==> src/rtl/seq_loader.sv <==
// Serial-to-parallel sample loader that feeds a layer, waits for its done strobe
// and presents the captured result through a valid/ready handshake.
module seq_loader #(
    parameter int N = 4,
    parameter int B = 4,
    parameter int M = 4
) (
    input  logic             clk,
    input  logic             rst,
    input  logic [B-1:0]     s_data,
    input  logic             s_valid,
    output logic             s_ready,
    output logic [N*B-1:0]   layer_data,
    output logic             layer_rst,
    input  logic             layer_done,
    input  logic [M-1:0]     layer_out,
    output logic [M-1:0]     res,
    output logic             res_valid,
    input  logic             res_ready
);

    localparam int CW = $clog2(N);
    localparam logic [CW-1:0] LAST = CW'(N - 1);

    typedef enum logic [1:0] {
        LOAD,
        RUN,
        SETTLE,
        OUT
    } state_t;

    state_t        state;
    logic [CW-1:0] wr_cnt;

    // s_ready and layer_rst are registered alongside the state so every output
    // is a flop; their values are a pure function of the state being entered.
    always_ff @(posedge clk or negedge rst) begin
        if (!rst) begin
            state      <= LOAD;
            wr_cnt     <= '0;
            layer_data <= '0;
            res        <= '0;
            res_valid  <= 1'b0;
            s_ready    <= 1'b1;
            layer_rst  <= 1'b1;
        end else begin
            case (state)
                LOAD: begin
                    if (s_valid && s_ready) begin
                        layer_data[int'(wr_cnt)*B +: B] <= s_data;
                        if (wr_cnt == LAST) begin
                            wr_cnt    <= '0;
                            state     <= RUN;
                            s_ready   <= 1'b0;
                            layer_rst <= 1'b0;
                        end else begin
                            wr_cnt <= wr_cnt + 1'b1;
                        end
                    end
                end
                RUN: begin
                    if (layer_done) begin
                        state <= SETTLE;
                    end
                end
                SETTLE: begin
                    res       <= layer_out;
                    res_valid <= 1'b1;
                    layer_rst <= 1'b1;
                    state     <= OUT;
                end
                OUT: begin
                    if (res_valid && res_ready) begin
                        res_valid <= 1'b0;
                        s_ready   <= 1'b1;
                        state     <= LOAD;
                    end
                end
                default: begin
                    state     <= LOAD;
                    wr_cnt    <= '0;
                    res_valid <= 1'b0;
                    s_ready   <= 1'b1;
                    layer_rst <= 1'b1;
                end
            endcase
        end
    end

endmodule

==> config.mk <==
export PLATFORM = sky130hd
export DESIGN_NAME = seq_loader
export DESIGN_NICKNAME = d
export VERILOG_FILES = /design/src/rtl/seq_loader.sv
export SDC_FILE = /design/constraint.sdc
export NUM_CORES = 1
export LEC_CHECK = 0
export ABC_AREA = 1
export CAP_MARGIN = 20
export CORE_MARGIN = 8
export CORE_UTILIZATION = 43
export CTS_CLUSTER_DIAMETER = 100
export DETAILED_ROUTE_END_ITERATION = 8
export PLACE_DENSITY = 0.73
export REMOVE_ABC_BUFFERS = 1
export SETUP_SLACK_MARGIN = 0.1
export SLEW_MARGIN = 20
export SYNTH_ARGS = -nofsm -noshare
export SYNTH_HDL_FRONTEND = slang
export SYNTH_SLANG_ARGS = --single-unit
==> constraint.sdc <==
create_clock -name clk -period 1.38 [get_ports clk]
set_input_delay 0.138 -clock clk [delete_from_list [all_inputs] [get_ports clk]]
set_output_delay 0.138 -clock clk [all_outputs]
set_load 0.1 [all_outputs]
==> Yosys cells after proc, flatten, opt, wreduce, memory -nomap -nowiden <==
Cells that the tools add are included.
{ "classes": {"n_addsub": 2, "shift": 2, "eq_ne": 8, "reduce_logical": 11, "mux": 14} }
{ "op_table": {"columns": ["operator", "count"], "rows": [
  ["$neg 4->33", 1],
  ["$shift 4x33->16 const A", 1],
  ["$shiftx 4x33->16", 1],
  ["$bwmux 16", 1],
  ["$mux 2", 5],
  ["$ne 2x2->1 const B", 4],
  ["$pmux 2 s4", 1],
  ["$reduce_and 4->1", 2],
  ["$eq 2x2->1 const B", 3],
  ["$pmux 1 s2", 3],
  ["$reduce_bool 2->1", 3],
  ["$mux 1", 4],
  ["$reduce_and 2->1", 2],
  ["$reduce_and 3->1", 1],
  ["$add 2x1->2 const B", 1],
  ["$eq 2x1->1 const B", 1],
  ["$logic_and 1x1->1", 2],
  ["$logic_not 2->1", 1]
]} }
{ "word_totals": {"wordCells": 44, "output_inout_bits": 23, "in_bits": 13, "ff_bits": 27} }

==> Depth between registers and ports, before layout <==
{ "logic_depth": {"word_depth": 4, "ltp_mapped": 7, "mapped_depth_nobuf": 7} }

==> Least setup slack after synthesis <==
No wires, ideal clock.
{ "synth_path": {"kind": "register -> register", "from": "reg s_ready", "to": "reg layer_data[0]", "path_stages_with_launch": 5, "arrival_time_ps": 1405, "required_ps": 1258, "setup_ps": 122, "n_path_buf": 1, "synth_period_minus_slack_ps": 1527, "setup_slack_ps": -147, "path_cell_list": "dfstp_2 > nand3_4 > buf_6 > o21ai_0 > nand2_1"} }
{ "synth_via": {"elab_chain_cells": 2} }
{ "synth_rtl": {"columns": ["item", "line", "rtl"], "rows": [
  ["start: declaration", "12", "output logic s_ready,"],
  ["start signal: assignment", "44", "s_ready <= 1'b1;"],
  ["start signal: assignment", "54", "s_ready <= 1'b0;"],
  ["start signal: assignment", "75", "s_ready <= 1'b1;"],
  ["$logic_and 1x1->1", "49", "if (s_valid && s_ready) begin"],
  ["$reduce_and 2->1 (no line)", null, null],
  ["end signal: indexed assignment", "50", "layer_data[int'(wr_cnt)*B +: B] <= s_data;"],
  ["end: declaration", "13", "output logic [N*B-1:0] layer_data,"]
]} }
No other way between the ends.
A chain may end at the register's enable or synchronous reset.

==> Final worst setup path <==
{ "layout_path": {"from": "reg s_ready", "to": "out s_ready"} }
No word-level cell between the ends.

==> results.json <==
{
  "gr-total-overflow": 0,
  "drive_gt1_share_pct": 46.7,
  "cts_made_buffers": 3,
  "area_delta_synth_final_pct": 74.3,
  "grtUsageTotal_pct": 14.9,
  "status": "completed",
  "post-place-ws_ns": -0.128,
  "root_buffer": "clkbuf_4",
  "fin_area_um2": 2440,
  "min_path_type": "primary input to async pin",
  "fin_nets": 237,
  "hpwl_um": 2630,
  "grt_antenna_before_repair": 0,
  "diodes": 0,
  "finalCriticalPeriod_ns": 1.38,
  "mostFrequentLayoutCells": "nand2_1, dfrtp_1, buf_12",
  "powerDensity_nw_per_um2": 508,
  "setup_violations": 0,
  "avgSynthCellArea_um2": 9.03,
  "p_sw_share_pct": 23.9,
  "drtIter0Drc": 39,
  "peakVddDrop_uv": 354,
  "max_freq_mhz": 725,
  "p_leak_nw": 1.11,
  "ioPinCount": 36,
  "power.switching_mw": 0.297,
  "critPathCaptureType": "output port",
  "design.core.area_um2": 3080,
  "htreeDepth": 1,
  "reg2reg_from": "wr_cnt[1]",
  "placed_cell_area_um2": 2100,
  "synth_area_um2": 1400,
  "critPathMaxStageDelay_ns": 0.62,
  "drc": 0,
  "multi_input_area_um2": 881,
  "hold_viol": 0,
  "n_fill_cell": 189,
  "rsz0062_at_grt": "yes",
  "die-width_um": 73.1,
  "final_common_cell": "nand2_1",
  "clock_latency_ns": 0.34,
  "drv_slew": 0,
  "cts.reportedPaths.clkPinSlew_ns": 0.16,
  "pwr-share-comb_pct": 6.9,
  "critPathMaxFanout": 4,
  "rows": 20,
  "synthCells": 155,
  "min_period_over_period_pct": 99.9,
  "timing.rr.end": "layer_data[7]",
  "wire_per_inst_um": 16.7,
  "cts_tree": "yes",
  "regArea_um2": 678,
  "arrival_ns": 1.24,
  "die_area_um2": 5340,
  "cts.sinks": 27,
  "ant_nets": 0,
  "ys_warn_count": 0,
  "slew_headroom_pct": 66.1,
  "die_h_um": 73.1,
  "slowest_stage": "dfstp_2",
  "cap_violations": 0,
  "grt_pass1_wl_um": 6230,
  "setup_ws_ns": 0.00117,
  "ys_ff_latch": 27,
  "path_cells": "buf_6, buf_12",
  "internal-power_mw": 0.944,
  "vias": 1314,
  "initial_core_util_pct": 45.5,
  "port_buffers": 35,
  "worst-slew-pin-transition_ns": 0.508,
  "path_class": "flip-flop to output port",
  "cp.required_ns": 1.24,
  "clk_path_buf_depth": 2,
  "seqPwrFrac_pct": 63.8,
  "gp_congestion": 0.799,
  "yosysSeqAreaShare_pct": 48.4,
  "grt_pass1_vias": 1338,
  "skew_ns": 0.0135,
  "p_clk_share_pct": 29.2,
  "synth_cell_types": 19,
  "cp-start-kind": "flip-flop",
  "grt_max_degree": 16,
  "r2r_cells": 8,
  "reg2reg_slack_ns": 0.01,
  "drt_wl_total_um": 4280,
  "viasPerCell": 5.13,
  "firstDrtPassIters": 4,
  "holdBufCountCts": 0
}
-- how the worst max path moves through the flow --
stage               startpoint        endpoint  slack [ns]
floorplan              s_ready   layer_data[3]       -0.26
global placement       s_valid  layer_data[12]       -0.03
detailed placement    state[0]  layer_data[13]       -0.13
CTS                    s_ready         s_ready        0.02
global route           s_ready        state[0]       -0.05
finish                 s_ready         s_ready       0.001
-- metal layers --
| metal | GRT usage, % | up-vias | wire, um |
|---|---|---|---|
| li1 | - | 629 | - |
| met1 | 16.0 | 640 | 1730 |
| met5 | 0 | - | 0 |
| met2 | 26.0 | 39 | 2170 |
| met4 | 6.67 | 0 | 80 |
| met3 | 4.53 | 6 | 288 |
-- cells in the mapped netlist --
| cell | instances | share of area, % |
|---|---|---|
| dfrtp_1 | 25 | 45 |
| nand4_1 | 3 | 1.3 |
| nand3_4 | 1 | 1.3 |
| dfstp_2 | 2 | 3.8 |
| nand2_1 | 39 | 10 |
| ha_1 | 11 | 9.8 |
| nor2_8 | 1 | 1.4 |
| o21ai_0 | 18 | 6.4 |
| buf_6 | 2 | 1.6 |
| a21oi_1 | 2 | 0.71 |
| nor2_1 | 13 | 3.5 |
| inv_1 | 13 | 3.5 |
| inv_2 | 1 | 0.27 |
| nand3_1 | 13 | 4.6 |
| nor2_2 | 1 | 0.45 |
| or2_2 | 1 | 0.45 |
| nand3b_1 | 4 | 2.1 |
| mux2_2 | 4 | 3.2 |
| buf_2 | 1 | 0.36 |
-- power by group through the flow --
stage | clock network, mW | logic, mW | registers (mW)
2_1_floorplan | 0 | 0.00979 | 0.806
3_3_place_gp | 0 | 0.0693 | 0.806
3_5_place_dp | 0 | 0.0712 | 0.806
4_1_cts | 0.357 | 0.0754 | 0.792
5_1_grt | 0.403 | 0.0924 | 0.792
6_report | 0.362 | 0.0862 | 0.792
-- repair_timing --
item,in CTS,in global routing
resized for setup,22,46
pin swaps,3,21
buffers inserted,1,5
cloned,1,2
endpoints found under the hold margin,0,0
endpoints found under the setup margin,26,27
-- sequential cells by signal (all words and copies together), names as in the netlist --
name        cells
layer_rst       1
layer_data     16
res             4
res_valid       1
wr_cnt          2
s_ready         1
state           2
-- cell families (layout without fill, tap and decap cells) --
kind of cell | count (synthesis) | after routing | share of synthesized area (%)
AOI/OAI and AO/OA | 20 | 20 | 7.15
adders and majority gates | 11 | 11 | 9.83
buffers and inverters | 17 | 71 | 5.72
DFF | 27 | 27 | 48.4
muxes | 4 | 4 | 3.22
and+or+nand+nor | 76 | 79 | 25.6
-- metrics by stage --
step	hold slack, ns	util, %	std cells	TNS [ns]	power, mW
detailed placement	0.502	68.2	243	-0.968	0.877
global route	0.108	79.3	256	-0.352	1.29
CTS	0.128	72.3	249	0	1.22
finish	0.108	79.3	256	0	1.24
global placement	0.487	68.2	243	-0.241	0.876
floorplan	-0.158	-	152	-4.13	0.816
-- area by class of cell --
class | count | area share (%)
Sequential cell | 27 | 27.8
Tap cell | 44 | 2.26
Clock buffer | 3 | 0.923
Inverter | 14 | 2.26
Multi-Input combinational cell | 114 | 36.1
Clock inverter | 1 | 0.205
Timing Repair Buffer | 53 | 30.5
-- critical path: cells and delay by family (launching register included) --
kind	cells	cell delay, ns
buffers and inverters	2	0.28
flip-flops	1	0.62
(Power assumes the default switching activity.)
